==> src/rtl/pipeline_hazard_ctrl.sv <==
// rtl/pipeline_hazard_ctrl.sv - freeze/flush sequencer for the 5-stage pipeline (RAW, branch, memory wait).
// Optional macro HAZARD_FORWARD_EN: forwarding present, only load-use stalls from EXE remain.
module pipeline_hazard_ctrl #(
  parameter int REG_AW      = 4,
  parameter int MEM_TIMEOUT = 15,
  parameter int CNT_W       = 16
) (
  input  logic              clk,
  input  logic              rst,
  input  logic [REG_AW-1:0] id_src1,
  input  logic [REG_AW-1:0] id_src2,
  input  logic              id_two_src,
  input  logic [REG_AW-1:0] exe_dest,
  input  logic              exe_wb_en,
  input  logic              exe_mem_r_en,
  input  logic [REG_AW-1:0] mem_dest,
  input  logic              mem_wb_en,
  input  logic              branch_taken,
  input  logic              mem_req,
  input  logic              mem_ready,
  output logic              pc_freeze,
  output logic [4:0]        stage_freeze,
  output logic [4:0]        stage_flush,
  output logic              mem_timeout_err,
  output logic [CNT_W-1:0]  stall_cycles
);

  typedef enum logic [1:0] {S_RUN, S_WAIT, S_ERR} state_t;

  state_t           r_state;
  logic [7:0]       r_wait_cnt;
  logic             r_err;
  logic [CNT_W-1:0] r_stall_cnt;

  logic w_hit1;
  logic w_hit2;
  logic w_hazard;
  logic w_mem_stall;

`ifdef HAZARD_FORWARD_EN
  logic w_unused_mem;
  assign w_unused_mem = ^{mem_dest, mem_wb_en};
  assign w_hit1 = (id_src1 == exe_dest) & exe_wb_en & exe_mem_r_en;
  assign w_hit2 = (id_src2 == exe_dest) & exe_wb_en & exe_mem_r_en;
`else
  logic w_unused_ld;
  assign w_unused_ld = exe_mem_r_en;
  assign w_hit1 = ((id_src1 == exe_dest) & exe_wb_en) | ((id_src1 == mem_dest) & mem_wb_en);
  assign w_hit2 = ((id_src2 == exe_dest) & exe_wb_en) | ((id_src2 == mem_dest) & mem_wb_en);
`endif

  assign w_hazard    = w_hit1 | (id_two_src & w_hit2);
  // An outstanding access stalls identically whether it is the first cycle (RUN) or a later one (WAIT).
  assign w_mem_stall = (r_state != S_ERR) & mem_req & ~mem_ready;

  always_comb begin
    pc_freeze    = 1'b0;
    stage_freeze = 5'b00000;
    stage_flush  = 5'b00000;
    if (rst) begin
      if (r_state == S_ERR) begin
        pc_freeze    = 1'b1;
        stage_freeze = 5'b11111;
      end else if (w_mem_stall) begin
        pc_freeze    = 1'b1;
        stage_freeze = 5'b01111;
        stage_flush  = 5'b10000;
      end else if (branch_taken) begin
        stage_flush  = 5'b00011;
      end else if (w_hazard) begin
        pc_freeze    = 1'b1;
        stage_freeze = 5'b00001;
        stage_flush  = 5'b00010;
      end
    end
  end

  assign mem_timeout_err = rst & r_err;
  assign stall_cycles    = rst ? r_stall_cnt : '0;

  always_ff @(posedge clk) begin
    if (!rst) begin
      r_state     <= S_RUN;
      r_wait_cnt  <= 8'd0;
      r_err       <= 1'b0;
      r_stall_cnt <= '0;
    end else begin
      if (pc_freeze && (r_stall_cnt != {CNT_W{1'b1}}))
        r_stall_cnt <= r_stall_cnt + {{(CNT_W-1){1'b0}}, 1'b1};
      case (r_state)
        S_RUN: begin
          if (mem_req && !mem_ready) begin
            r_state    <= S_WAIT;
            r_wait_cnt <= 8'd1;
          end
        end
        S_WAIT: begin
          if (mem_ready || !mem_req) begin
            r_state <= S_RUN;
          end else if (r_wait_cnt == 8'(MEM_TIMEOUT)) begin
            r_state <= S_ERR;
            r_err   <= 1'b1;
          end else begin
            r_wait_cnt <= r_wait_cnt + 8'd1;
          end
        end
        S_ERR:   r_state <= S_ERR;
        default: r_state <= S_RUN;
      endcase
    end
  end

endmodule

==> config.mk <==
export PLATFORM = sky130hd
export DESIGN_NAME = pipeline_hazard_ctrl
export DESIGN_NICKNAME = d
export VERILOG_FILES = /design/src/rtl/pipeline_hazard_ctrl.sv
export SDC_FILE = /design/constraint.sdc
export NUM_CORES = 1
export LEC_CHECK = 0
export CORE_AREA = 8 8 91 93
export CTS_CLUSTER_SIZE = 10
export DETAILED_ROUTE_END_ITERATION = 8
export DIE_AREA = 0 0 99 101
export PLACE_DENSITY = 0.63
export SLEW_MARGIN = 10
export SYNTH_ARGS = -nofsm -noshare
export SYNTH_HDL_FRONTEND = slang
export SYNTH_SLANG_ARGS = --single-unit
==> constraint.sdc <==
create_clock -name clk -period 2.4 [get_ports clk]
set_clock_uncertainty 0.2 [all_clocks]
set_input_delay 0.48 -clock clk [delete_from_list [all_inputs] [get_ports clk]]
set_output_delay 0.48 -clock clk [all_outputs]
set_load 0.05 [all_outputs]
* Word level (Yosys, flattened, before mapping) *
Cells that the tools add are included.

word-level totals
  flip-flop bits (word level) = 27
  input bits = 25
  output and inout port bits = 28
  logic and storage cells = 66

cells by class
  $add $sub $neg = 2
  equal/unequal tests = 13
  multiplexer cells = 24
  bitwise operators = 13
  reduce and logical (&&, ||, !) cells = 10

operators with widths
  cell                                                                   number
  5-bit 2-to-1 mux                                                       5
  8-bit 2-to-1 mux                                                       3
  16-bit by 1-bit adder with 16-bit output, second input constant        1
  4-bit equality test                                                    4
  16-bit 2-to-1 mux                                                      1
  16-bit != test, second input constant                                  1
  8-bit one-hot mux with 2 select lines                                  1
  2-bit 2-to-1 mux                                                       5
  8-bit by 1-bit adder with 8-bit output, second input constant          1
  1-bit bitwise AND                                                      8
  8-bit by 4-bit equality test with 1-bit output, second input constant  1
  2-bit != test, second input constant                                   4
  1-bit 2-to-1 mux                                                       7
  2-bit one-hot mux with 3 select lines                                  1
  4-bit 2-to-1 mux                                                       1
  4-bit AND reduction                                                    1
  3-bit != test, second input constant                                   1
  1-bit OR                                                               3
  3-bit AND reduction                                                    1
  2-bit by 1-bit equality test with 1-bit output, second input constant  1
  2-bit equality test, second input constant                             1
  1-bit logical AND                                                      2
  1-bit logical NOT                                                      2
  2-bit logical NOT                                                      1
  other kinds (4)                                                        5

* Logic depth before layout (Yosys ltp) *
Gate-level depths: netlist (run 1).

  depth in word-level cells = 11
  depth in mapped cells = 9
  depth with buffers taken out = 7

* Worst setup path after synthesis (run 1) *
OpenSTA, ideal clock, no wires.

  path kind = input to output
  start point = input port exe_dest[1]
  end point = output port stage_freeze[0]
  arrival time = 2.892 ns
  required time = 1.720 ns
  path slack = -1.172 ns
  cell stages on the path = 6
  buffers on the path = 2
  cells stage by stage = xor2_1 -> nor4_1 -> nor4_4 -> buf_6 -> o21ai_0 -> buf_4

on the way
  word-level cells in the longest chain between the ends = 10
  elaborated cells on any way between the ends = 13
  those cells by class = eq/ne: 2; mux: 5; bitwise: 6

ends and longest elaborated chain
  element              RTL line  source
  start, declared      13        input logic [REG_AW-1:0] exe_dest,
  4-bit equality test  49        assign w_hit2 = ((id_src2 == exe_dest) & exe_wb_en) | ((id_src2 == mem_dest) & mem_wb_en);
  1-bit bitwise AND    49
  1-bit OR             49
  1-bit bitwise AND    52        assign w_hazard = w_hit1 | (id_two_src & w_hit2);
  1-bit OR *           52
  1-bit 2-to-1 mux *   70        end else if (w_hazard) begin
  1-bit 2-to-1 mux *   68        end else if (branch_taken) begin
  4-bit 2-to-1 mux *   64        end else if (w_mem_stall) begin
  5-bit 2-to-1 mux *   61        if (r_state == S_ERR) begin
  5-bit 2-to-1 mux *   60        if (rst) begin
  end, declared        22        output logic [4:0] stage_freeze,

Mark *: on every way between the ends. The rest lies on a longest branch, timed or not.

* Worst setup path in the final report (run 1) *
  start point = input port id_src1[3]
  end point = output port pc_freeze

on the way
  word-level cells in the longest chain between the ends = 9
  elaborated cells on any way between the ends = 11
  those cells by class = eq/ne: 2; mux: 5; bitwise: 4

ends and longest elaborated chain
  element              RTL line  source
  start, declared      10        input logic [REG_AW-1:0] id_src1,
  4-bit equality test  48        assign w_hit1 = ((id_src1 == exe_dest) & exe_wb_en) | ((id_src1 == mem_dest) & mem_wb_en);
  1-bit bitwise AND    48
  1-bit OR *           48
  1-bit OR *           52
  1-bit 2-to-1 mux *   70
  1-bit 2-to-1 mux *   68
  1-bit 2-to-1 mux *   64
  1-bit 2-to-1 mux *   61
  1-bit 2-to-1 mux *   60
  end, declared        21        output logic pc_freeze,

Marked as above.

==> impl_metrics.ini, run 1 <==
[run_status]
status = finished with violations
violations = negative setup slack

[drt]
drc = 0
dr_total_vias = 1877
via_per_inst = 4.88
drt_first_pass_iters = 4
wl_per_cell_um = 13.4
ant_nets = 0
drtIter0Drc = 63
drt_wl_total_um = 5180

[yosys]
synth_ff_type = dfxtp_1
synth_seq_area_share_pct = 27.3
synth_top_cell_by_area = dfxtp_1
synthCells = 239
synth_area_um2 = 1980
async_flop_share_pct = 0
synth.area.top_cells = dfxtp_1 27%, xor2_1 7.1%, nand3_1 4.8%
avgSynthCellArea_um2 = 8.28
synthDistinctLibCells = 46
synth_edf_count = 0
ys_seq_elements = 27
synth-warning-count = 0
synth_top_area_share_pct = 27.3

[worst_setup_path]
crit_type = in -> out
crit_fanout = 4
cp_cell_sequence = clkdlybuf4s15_1 > xor2_2 > nor4_4 > nor4_4 > o21ai_4 > buf_12
startpoint_type = input pin
r2r_slack_ps = 160
r2r_end = r_stall_cnt[11]
reg2reg_depth = 7
crit_required_ps = 1720
crit_path_end_kind = output pin
startpoint = id_src1[3]
r2r_start = r_state[1]
path_common_cell = nor4_4
slowest_delay_ps = 430
critPathArrivalTime_ps = 1790
cpMaxStageDelayCell = nor4_4
crit_path_end = pc_freeze

[global_route]
grt_first_pass_wirelength_um = 8750
grt_busiest_layer = met2
grt_max_degree = 30
grt_use_met2_pct = 19.1
use_met3_pct = 3.04
use_met1_pct = 11.8
grt_overflow_total = 0
antenna_found_initial = 0
grt_pass1_vias = 1885
gr-usage-all-layers_pct = 10.5

[die]
die_area_um2 = 10000
ios = 53
core_area_um2 = 6940
rows = 31
initial_utilization_pct = 28.5
die-height_um = 101
die_width_um = 99

[placement]
dp_hpwl_um = 4080
portBuffers = 49
gp_congestion = 0.805

[final_layout]
postLayoutCoreUtil_pct = 45.6
nNetsFinal = 331
mostFrequentLayoutCells = 27 x dfxtp_1, 25 x buf_12, 24 x buf_4
antenna_cells = 0
area_growth_pct = 60.1
drive_gt1_share_pct = 37.6
layout_commonest_cell = dfxtp_1

[timing]
finalHoldViolCount = 0
rsz0062_at_grt = yes
fmax_ghz = 0.404
max_slew_margin_pct = 64.8
min_period_ps = 2470
period_share_pct = 103
worst_pin_slew_ps = 526
whs_ps = 272
slew_viol_final = 0
finalSetupViolations = 3
fin_ws_ps = -72.4

[pwr]
cellLeakagePower_uw = 0.00126
ir_worst_vdd_uv = 212
total_power_uw = 979
pwr_density_cell_nw_per_um2 = 309

[clock_tree]
htree_levels = 1
clockRootBuffer = clkbuf_8
clk_path_buf_depth = 2
postCtsHoldBufs = 0
cts_tree = done
cts.clk_slew.worst_paths_ps = 90
clk_latency_ps = 270
cts_buffers = 3
clock_sinks = 27

[min_path]
whs_path_depth = 1
hold_class = reg -> reg

[job]
cap_viol_max_count = 0
## cells by family (layout without fill, tap and decap cells)
logic type / count (synthesis) / in the layout / share of synthesized area, %
compound gates: 31 / 31 / 11.8
mux: 16 / 16 / 9.35
flops: 27 / 27 / 27.3
xor+xnor: 20 / 20 / 8.85
simple gates: 119 / 119 / 34.9
buf+inv: 23 / 86 / 6.38
other cells: 1 / 2 / 0.189
fa+ha+maj: 2 / 2 / 1.26
## area by class of cell
cell class	count	area [um^2]
repair buffers	74	898
clock inverters	1	5.00
flip-flops and latches	27	541
fillers	637	3770
clock buffers	3	41.3
well taps	82	103
inverters	8	30.0
multi-input cells	190	1550
## metal layers
metal  share of wire (%)  up-vias
li1                    -      947
met1                  42      891
met2                  52       37
met3                 5.5        2
met4                0.46        0
met5                   0        -
## synth_stat cells (all sizes together) (4+ instances only)
cell type,number
nor2,10
and2,15
mux2,11
nand3,19
and3,8
nor4,5
xor2,16
or3,6
mux2i,5
dfxtp,27
nand2,23
nand4,7
buf,10
clkbuf,5
inv,8
o22ai,5
xnor2,4
o21ai,12
nand2b,4
nor2b,15
## critical path: cells and delay by family
| family | cells | cell delay [ps] |
|---|---|---|
| xor+xnor | 1 | 240 |
| buf+inv | 2 | 430 |
| compound gates | 1 | 130 |
| simple gates | 2 | 510 |
## power by group
part           switching [uW]  leakage [uW]  internal (uW)
registers                4.60      0.000218            452
clock network             147     0.0000255            116
logic                     141       0.00101            119
## worst min path at each step
stage | from | endpoint
final | r_stall_cnt[5] | r_stall_cnt[5]
after CTS | r_stall_cnt[5] | r_stall_cnt[5]
after floorplan | r_stall_cnt[5] | r_stall_cnt[5]
after global placement | r_stall_cnt[5] | r_stall_cnt[5]
after detailed placement | r_stall_cnt[5] | r_stall_cnt[5]
after global routing | r_stall_cnt[5] | r_stall_cnt[5]
## sequential cells by signal (all words and copies together) (netlist names)
name and cells:
r_err 1, r_stall_cnt 16, r_wait_cnt 8, r_state 2
## per-stage QoR
stage          cells  setup TNS [ps]  setup slack (ps)  cell area (um^2)
2_1_floorplan    240            -128              -104              2030
3_3_place_gp     379           -6680              -399              2940
3_5_place_dp     379           -7400              -402              2940
4_1_cts          386            -850              -289              3090
5_1_grt          385            -476              -135              3170
6_report         385            -217             -72.4              3170
## repair_timing
item / CTS / global route
pin swaps: 11 / 12
resized for setup: 39 / 40
setup buffers: 6 / 2
endpoints found under the setup margin: 26 / 36
(Power assumes the default switching activity.)
==> run 2, diff against run 1 <==
--- a/config.mk
+++ b/config.mk
@@ -10,7 +10,7 @@
 export DETAILED_ROUTE_END_ITERATION = 8
 export DIE_AREA = 0 0 99 101
 export PLACE_DENSITY = 0.63
-export SLEW_MARGIN = 10
+export SLEW_MARGIN = 20
 export SYNTH_ARGS = -nofsm -noshare
 export SYNTH_HDL_FRONTEND = slang
 export SYNTH_SLANG_ARGS = --single-unit
==> results of run 2 <==
No change in the layout: final DEF, timing and power equal those of run 1.
==> run 3, diff against run 2 <==
--- a/config.mk
+++ b/config.mk
@@ -9,7 +9,8 @@
 export CTS_CLUSTER_SIZE = 10
 export DETAILED_ROUTE_END_ITERATION = 8
 export DIE_AREA = 0 0 99 101
-export PLACE_DENSITY = 0.63
+export PLACE_DENSITY = 0.53
+export SKIP_LAST_GASP = 1
 export SLEW_MARGIN = 20
 export SYNTH_ARGS = -nofsm -noshare
 export SYNTH_HDL_FRONTEND = slang
==> impl_metrics.ini, run 3 (synthesized netlist as in run 1, its figures left out) <==
[run_status]
status = finished with violations
violations = negative setup slack

[worst_setup_path]
reg2reg_depth = 8
path_common_cell = nor4_4
crit_required_ps = 1720
slowest_delay_ps = 260
crit_type = in -> out
cpMaxStageDelayCell = nor4_4
r2r_end = r_stall_cnt[8]
r2r_start = r_stall_cnt[0]
r2r_slack_ps = 170
crit_path_end_kind = output pin
critPathArrivalTime_ps = 1800
startpoint_type = input pin
crit_fanout = 4
cp_cell_sequence = dlymetal6s2s_1 > buf_4 > xnor2_2 > nand2_2 > nor4_4 > nor4_4 > o21ai_4 > buf_12

[pwr]
pwr_density_cell_nw_per_um2 = 304
ir_worst_vdd_uv = 190
cellLeakagePower_uw = 0.00148
total_power_uw = 1050

[final_layout]
largest_register_ffs = 16
fillCellCount = 648
postLayoutCoreUtil_pct = 49.6
largestRegisters = r_stall_cnt: 16 flops, r_wait_cnt: 8 flops, r_state: 2 flops
antenna_cells = 0
nNetsFinal = 343
drive_gt1_share_pct = 39.4
layout_commonest_cell = buf_4
top_register = r_stall_cnt
mostFrequentLayoutCells = 33 x buf_4, 27 x dfxtp_1, 26 x buf_12
area_growth_pct = 74.1

[clock_tree]
htree_levels = 1
cts_buffers = 3
cts.clk_slew.worst_paths_ps = 100
clockRootBuffer = clkbuf_8
postCtsHoldBufs = 0
clk_latency_ps = 290
cts_tree = done
clk_path_buf_depth = 2
clock_sinks = 27

[drt]
drtIter0Drc = 57
dr_total_vias = 1927
drc = 0
drt_wl_total_um = 5760
ant_nets = 0
via_per_inst = 4.85
drt_first_pass_iters = 4
wl_per_cell_um = 14.5

[min_path]
hp-start = r_stall_cnt[5]
whs_path_depth = 1
hold_class = reg -> reg
holdPathEnd = r_stall_cnt[5]

[timing]
rsz0062_at_grt = yes
finalHoldViolCount = 0
min_period_ps = 2480
fmax_ghz = 0.404
period_share_pct = 103
fin_ws_ps = -77.4
finalSetupViolations = 3
slew_viol_final = 0

[die]
initial_utilization_pct = 28.5
die-height_um = 101
die_width_um = 99
die_area_um2 = 10000
core_area_um2 = 6940
rows = 31
ios = 53

[global_route]
gr-usage-all-layers_pct = 11.1
grt_max_degree = 20
grt_pass1_vias = 1897
grt_first_pass_wirelength_um = 9200
grt_overflow_total = 0
antenna_found_initial = 0

[placement]
gp_congestion = 0.802
portBuffers = 49
dp_hpwl_um = 4170

[job]
cap_viol_max_count = 0
run 3: power by group:
part	total (uW)	switching [uW]	leakage (uW)	internal, uW
registers	457	5.00	0.000218	452
logic	300	153	0.00124	148
clock network	291	169	0.0000261	122
total	1050	327	0.00148	722
run 3: worst max-delay path: cells and delay by family:
family,cells,cell delay [ps]
buffers and inverters,3,470
XOR/XNOR,1,160
AO/OA/AOI/OAI,1,240
AND/OR/NAND/NOR,3,440
run 3: how the worst max path moves through the flow:
stage,from,cells past startpoint,to,slack (ps)
after floorplan,exe_dest[1],6,stage_freeze[0],-100
after global placement,id_src2[0],6,stage_flush[1],-490
after detailed placement,exe_dest[1],6,stage_flush[1],-500
after CTS,exe_dest[3],7,stage_flush[1],-460
after global routing,exe_dest[0],8,pc_freeze,-160
final,exe_dest[0],8,stage_freeze[0],-80
run 3: repair_timing:
| item | 4_1_cts | 5_1_grt |
|---|---|---|
| setup endpoints to repair | 21 | 42 |
| pin swaps | 2 | 16 |
| cloned | 0 | 1 |
| buffers inserted | 14 | 5 |
| resized for setup | 19 | 52 |
run 3: layout make-up:
class,instances,area (um^2),share of cell area (%)
sequential,27,541,15.7
multi-input combinational,190,1610,46.8
clock buffer,3,41.3,1.20
inverter,8,30.0,0.871
timing repair buffer,86,1110,32.2
tap,82,103,2.98
clock inverter,1,8.76,0.254
run 3: through the flow:
step / worst slack, ps / setup TNS (ps) / area, um^2 / hold WS, ps / std cells
3_3_place_gp: -493 / -8150 / 2990 / 244 / 386
4_1_cts: -459 / -3680 / 3160 / 286 / 392
2_1_floorplan: -104 / -128 / 2030 / 230 / 240
6_report: -77.4 / -212 / 3450 / 280 / 397
3_5_place_dp: -501 / -8450 / 2990 / 267 / 386
5_1_grt: -162 / -505 / 3450 / 320 / 397
run 3: metal layers:
layer	global-route usage, %	vias up	wire [um]
met5	0	-	0
met3	3.25	4	231
met4	1.65	0	33
met1	13.5	918	2510
li1	-	974	-
met2	19.0	31	2990
